[src/rtl/gemac_rx_pkg.sv]
// Shared types and constants for the GEMAC receive front end.
package gemac_rx_pkg;

  typedef enum logic [1:0] {
    StIdle,
    StPreamble,
    StBody,
    StDiscard
  } rx_state_e;

  localparam logic [7:0]  PREAMBLE_BYTE = 8'h55;
  localparam logic [7:0]  SFD_BYTE      = 8'hD5;
  localparam int unsigned LEN_W         = 12;

endpackage

[src/rtl/gemac_rx_sfd_align.sv]
// GMII receive front end: strips preamble/SFD and delivers the frame body with
// sof/eof/err framing, using a one-byte hold register so eof lands on the last byte.
module gemac_rx_sfd_align
  import gemac_rx_pkg::*;
#(
  parameter int unsigned MIN_PREAMBLE = 2,
  parameter int unsigned MIN_LEN      = 64,
  parameter int unsigned MAX_LEN      = 1522
) (
  input  logic       clk,
  input  logic       reset_n,
  input  logic       gmii_rx_dv,
  input  logic       gmii_rx_er,
  input  logic [7:0] gmii_rxd,
  output logic [7:0] out_data,
  output logic       out_valid,
  output logic       out_sof,
  output logic       out_eof,
  output logic       out_err
);

  rx_state_e        state_q, state_d;
  logic [3:0]       pre_cnt_q, pre_cnt_d;
  logic [LEN_W-1:0] len_q, len_d;
  logic [7:0]       hold_q, hold_d;
  logic             hold_full_q, hold_full_d;
  logic             first_q, first_d;
  logic             sticky_err_q, sticky_err_d;

  logic [7:0]       data_d;
  logic             valid_d, sof_d, eof_d, err_d;

  logic [31:0]      len_ext;
  assign len_ext = 32'(len_q);

  always_comb begin
    state_d      = state_q;
    pre_cnt_d    = pre_cnt_q;
    len_d        = len_q;
    hold_d       = hold_q;
    hold_full_d  = hold_full_q;
    first_d      = first_q;
    sticky_err_d = sticky_err_q;
    data_d       = 8'h00;
    valid_d      = 1'b0;
    sof_d        = 1'b0;
    eof_d        = 1'b0;
    err_d        = 1'b0;

    unique case (state_q)
      StIdle: begin
        if (gmii_rx_dv) begin
          if (gmii_rx_er) begin
            state_d = StDiscard;
          end else if (gmii_rxd == PREAMBLE_BYTE) begin
            state_d   = StPreamble;
            pre_cnt_d = 4'd1;
          end else if (gmii_rxd == SFD_BYTE && MIN_PREAMBLE == 0) begin
            state_d      = StBody;
            len_d        = '0;
            hold_full_d  = 1'b0;
            first_d      = 1'b1;
            sticky_err_d = 1'b0;
          end else begin
            state_d = StDiscard;
          end
        end
      end

      StPreamble: begin
        if (!gmii_rx_dv) begin
          state_d = StIdle;
        end else if (gmii_rx_er) begin
          state_d = StDiscard;
        end else if (gmii_rxd == PREAMBLE_BYTE) begin
          if (pre_cnt_q != 4'hF) pre_cnt_d = pre_cnt_q + 4'd1;
        end else if (gmii_rxd == SFD_BYTE && 32'(pre_cnt_q) >= MIN_PREAMBLE) begin
          state_d      = StBody;
          len_d        = '0;
          hold_full_d  = 1'b0;
          first_d      = 1'b1;
          sticky_err_d = 1'b0;
        end else begin
          state_d = StDiscard;
        end
      end

      StBody: begin
        if (gmii_rx_dv) begin
          if (len_ext >= MAX_LEN) begin
            // Overlength: drop the new byte and close the frame on the held one.
            valid_d     = hold_full_q;
            data_d      = hold_q;
            sof_d       = hold_full_q & first_q;
            eof_d       = hold_full_q;
            err_d       = hold_full_q;
            hold_full_d = 1'b0;
            first_d     = 1'b0;
            state_d     = StDiscard;
          end else begin
            hold_d       = gmii_rxd;
            hold_full_d  = 1'b1;
            sticky_err_d = sticky_err_q | gmii_rx_er;
            if (len_q != '1) len_d = len_q + LEN_W'(1);
            if (hold_full_q) begin
              valid_d = 1'b1;
              data_d  = hold_q;
              sof_d   = first_q;
              first_d = 1'b0;
            end
          end
        end else begin
          // An SFD with no body leaves the hold empty, so nothing is emitted.
          valid_d     = hold_full_q;
          data_d      = hold_full_q ? hold_q : 8'h00;
          sof_d       = hold_full_q & first_q;
          eof_d       = hold_full_q;
          err_d       = hold_full_q & (sticky_err_q | (len_ext < MIN_LEN));
          hold_full_d = 1'b0;
          first_d     = 1'b0;
          state_d     = StIdle;
        end
      end

      StDiscard: begin
        if (!gmii_rx_dv) state_d = StIdle;
      end

      default: state_d = StIdle;
    endcase
  end

  always_ff @(posedge clk or negedge reset_n) begin
    if (!reset_n) begin
      state_q      <= StIdle;
      pre_cnt_q    <= 4'd0;
      len_q        <= '0;
      hold_q       <= 8'h00;
      hold_full_q  <= 1'b0;
      first_q      <= 1'b0;
      sticky_err_q <= 1'b0;
      out_data     <= 8'h00;
      out_valid    <= 1'b0;
      out_sof      <= 1'b0;
      out_eof      <= 1'b0;
      out_err      <= 1'b0;
    end else begin
      state_q      <= state_d;
      pre_cnt_q    <= pre_cnt_d;
      len_q        <= len_d;
      hold_q       <= hold_d;
      hold_full_q  <= hold_full_d;
      first_q      <= first_d;
      sticky_err_q <= sticky_err_d;
      out_data     <= data_d;
      out_valid    <= valid_d;
      out_sof      <= sof_d;
      out_eof      <= eof_d;
      out_err      <= err_d;
    end
  end

endmodule

[config.mk]
export PLATFORM = sky130hd
export DESIGN_NAME = gemac_rx_sfd_align
export DESIGN_NICKNAME = d
export VERILOG_FILES = /design/src/rtl/gemac_rx_pkg.sv /design/src/rtl/gemac_rx_sfd_align.sv
export SDC_FILE = /design/constraint.sdc
export NUM_CORES = 1
export LEC_CHECK = 0
export ABC_AREA = 1
export ABC_CLOCK_PERIOD_IN_PS = 1800
export BUFFER_PORTS_ARGS = -buffer_cell sky130_fd_sc_hd__buf_4
export CORE_ASPECT_RATIO = 1.75
export CORE_MARGIN = 1.5
export CORE_UTILIZATION = 61
export CTS_BUF_LIST = sky130_fd_sc_hd__clkbuf_8
export CTS_CLUSTER_DIAMETER = 50
export DETAILED_ROUTE_END_ITERATION = 7
export PLACE_DENSITY = 0.86
export SLEW_MARGIN = 5
export SYNTH_ARGS = -nofsm -noshare
export SYNTH_HDL_FRONTEND = slang
export SYNTH_SLANG_ARGS = --single-unit
[constraint.sdc]
create_clock -name clk -period 1.8 [get_ports clk]
set_input_delay 0.54 -clock clk [delete_from_list [all_inputs] [get_ports clk]]
set_output_delay 0.54 -clock clk [all_outputs]
set_load 0.02 [all_outputs]
==> results.ini <==
[floorplanning]
dieArea_mm2 = 0.00411
num_rows = 29
core_mm2 = 0.00359
initial_core_util = 0.632
die_w_um = 49.1
die_y_um = 83.7
pin_count = 24

[logic_synthesis]
yosys_warnings = 0
synthArstFlopShare = 1.00
ys_seq_area_frac = 0.452
ys_top_cells_by_area = dfrtp_1 45%, nand2_1 16%, inv_1 6.0%
netlist_instances = 296
synth_top_area_share = 0.452
synth_flop_cell = dfrtp_1
yosys.area.top_type = dfrtp_1
synth_commonest_cells = 94 x nand2_1, 41 x dfrtp_1, 36 x inv_1
synth.avg_cell_area_um2 = 7.67
yosysUniqueCellTypes = 30
synthesis.area_mm2 = 0.00227
syn_nets = 316
synth_edf_count = 0
yosys_register_bits = 41
yosysMostFrequentCell = nand2_1

[placed_design]
dp.cells = 362
place.gp.congestion = 0.868
pre_cts_ws_ns = 0.0854
portBuffers = 23
hpwl_um = 3480

[clock_network]
clock-root-buffer = clkbuf_8
htreeDepth = 2
clkTransAtPathRegs_ns = 0.08
cts_sinks = 41
clk_path_buf_depth = 2
cts_tree = built
clk_latency_ns = 0.30
cts_inserted_buffers = 5

[detailed_routing]
dr_total_vias = 2037
post_drt_via_cell_ratio = 5.43
ant_nets = 0
first_iter_violations = 54
avgRoutedWirePerCell_um = 13.7
drt-pass1-iter-count = 5
drc = 0
routed_wl_um = 5160

[timing]
slew_headroom = 0.651
worst_slack_ns = 0.131
finalCritPeriodShare = 0.927
fmaxAchievable_mhz = 599
setup_violations = 0
slew_viol_final = 0
min_period_ns = 1.67
tightest_slew_ns = 0.523
hold_viol_final = 0
finalClockSkew_ns = 0.00821

[layout]
final_cells = 375
fin_nets = 348
final_util = 0.742
fill_cells = 262
drive_gt1_frac = 0.161
antenna-diode-count = 0
area_growth_pct = 17.5

[run_status]
status = completed

[grt]
first_global_vias = 1909
grt_first_pass_wirelength_um = 8270
antenna_found_initial = 0
gr-usage-all-layers = 0.261
grt.overflow.total = 0
grt_max_degree = 42

[job]
max_cap_viol_count = 0

[min_path]
hp-class = input pin to asynchronous set/reset pin

[setup_path]
crit_path_start_kind = flip-flop
crit_type = flip-flop to flip-flop
critical_path.max_fanout = 8
crit_arrival_ns = 1.91
worstPathRequired_ns = 2.04
end_kind = flip-flop

[power_and_ir_drop]
power_leakage_nw = 1.42
power_density_mw_per_mm2 = 1200
vdd_drop_max_v = 0.00100

==> cell type report <==
type,instances,area [um2],share of cell area
well taps,46,57.6,0.0216
flip-flops and latches,41,1030,0.385
clock buffers,6,82.6,0.0310
multi-input cells,209,1070,0.402
inverters,37,139,0.0521
repair buffers,34,255,0.0957
clock inverters,2,33.8,0.0127
==> sequential cells by signal (all words and copies together) (netlist names), 2 cells and up <==
| name | cells |
|---|---|
| pre_cnt_q | 4 |
| hold_q | 8 |
| out_data | 8 |
| len_q | 12 |
| state_q | 2 |
==> where the power goes <==
group          internal, W  switching [W]  leakage (nW)
Combinational     0.000436       0.000790         0.815
Clock             0.000447       0.000325        0.0626
Sequential         0.00110       0.000101         0.540
==> path summary, 6_finish.rpt <==
check	startpoint	endpoint	slack (ns)	depth (start not counted)
max reg2reg	len_q[0]	len_q[4]	0.13	10
min	reset_n	len_q[3]	0.21	1
min in group clk	first_q	first_q	0.48	2
min reg2reg	first_q	first_q	0.48	2
max	len_q[0]	len_q[4]	0.13	10
max in group asynchronous	reset_n	len_q[1]	1.21	1
==> critical path: stages (launching register included) <==
cell	delay, ns
dfrtp_1	0.38
inv_1	0.08
ha_1	0.20
nor2_1	0.10
nand2_1	0.08
nand3_2	0.15
nand3_2	0.16
nand2_8	0.13
buf_4	0.16
nand3_1	0.09
nand2_1	0.07
==> cell families (layout without fill, tap and decap cells) <==
group,Yosys count,in the layout,synth area share
flip-flops,41,41,0.452
AO/OA/AOI/OAI,32,32,0.0849
buffers and inverters,46,79,0.0865
adder cells (fa/ha/maj),8,8,0.0441
XOR/XNOR,3,3,0.0116
AND/OR/NAND/NOR,166,166,0.321
==> placed cells by master, fill, tap and decap left out, drive strengths merged, types with 5 or more instances in the layout <==
cell type / synthesis / layout
ha: 8 / 8
dfrtp: 41 / 41
inv: 37 / 38
nand4: 8 / 8
nand2: 96 / 96
clkbuf: 3 / 6
nand3: 29 / 29
a21boi: 5 / 5
nor2: 30 / 30
buf: 6 / 34
o21ai: 15 / 15
a21oi: 8 / 8
==> metrics by stage <==
stage | instance area [um2] | hold slack (ns) | setup TNS, ns | power (W)
floorplan | 2270 | 0.244 | 0 | 0.00201
global placement | 2490 | 0.456 | 0 | 0.00230
detailed placement | 2490 | 0.462 | 0 | 0.00234
CTS | 2600 | 0.228 | 0 | 0.00311
global route | 2670 | 0.256 | -0.0245 | 0.00338
finish | 2670 | 0.209 | 0 | 0.00320
==> per-layer routing <==
| metal | global-route usage | routed length [um] | share of wire |
|---|---|---|---|
| met5 | 0 | 0 | 0 |
| met4 | 0.138 | 133 | 0.026 |
| met3 | 0.0376 | 192 | 0.037 |
| met2 | 0.486 | 2890 | 0.56 |
| met1 | 0.270 | 1940 | 0.38 |
==> repair_timing <==
action / CTS / global route
resized for setup: 0 / 5
hold buffers: 0 / 0
setup endpoints to repair: 0 / 26
setup buffers: 0 / 5
No activity file was read; power rests on OpenSTA's default activity.
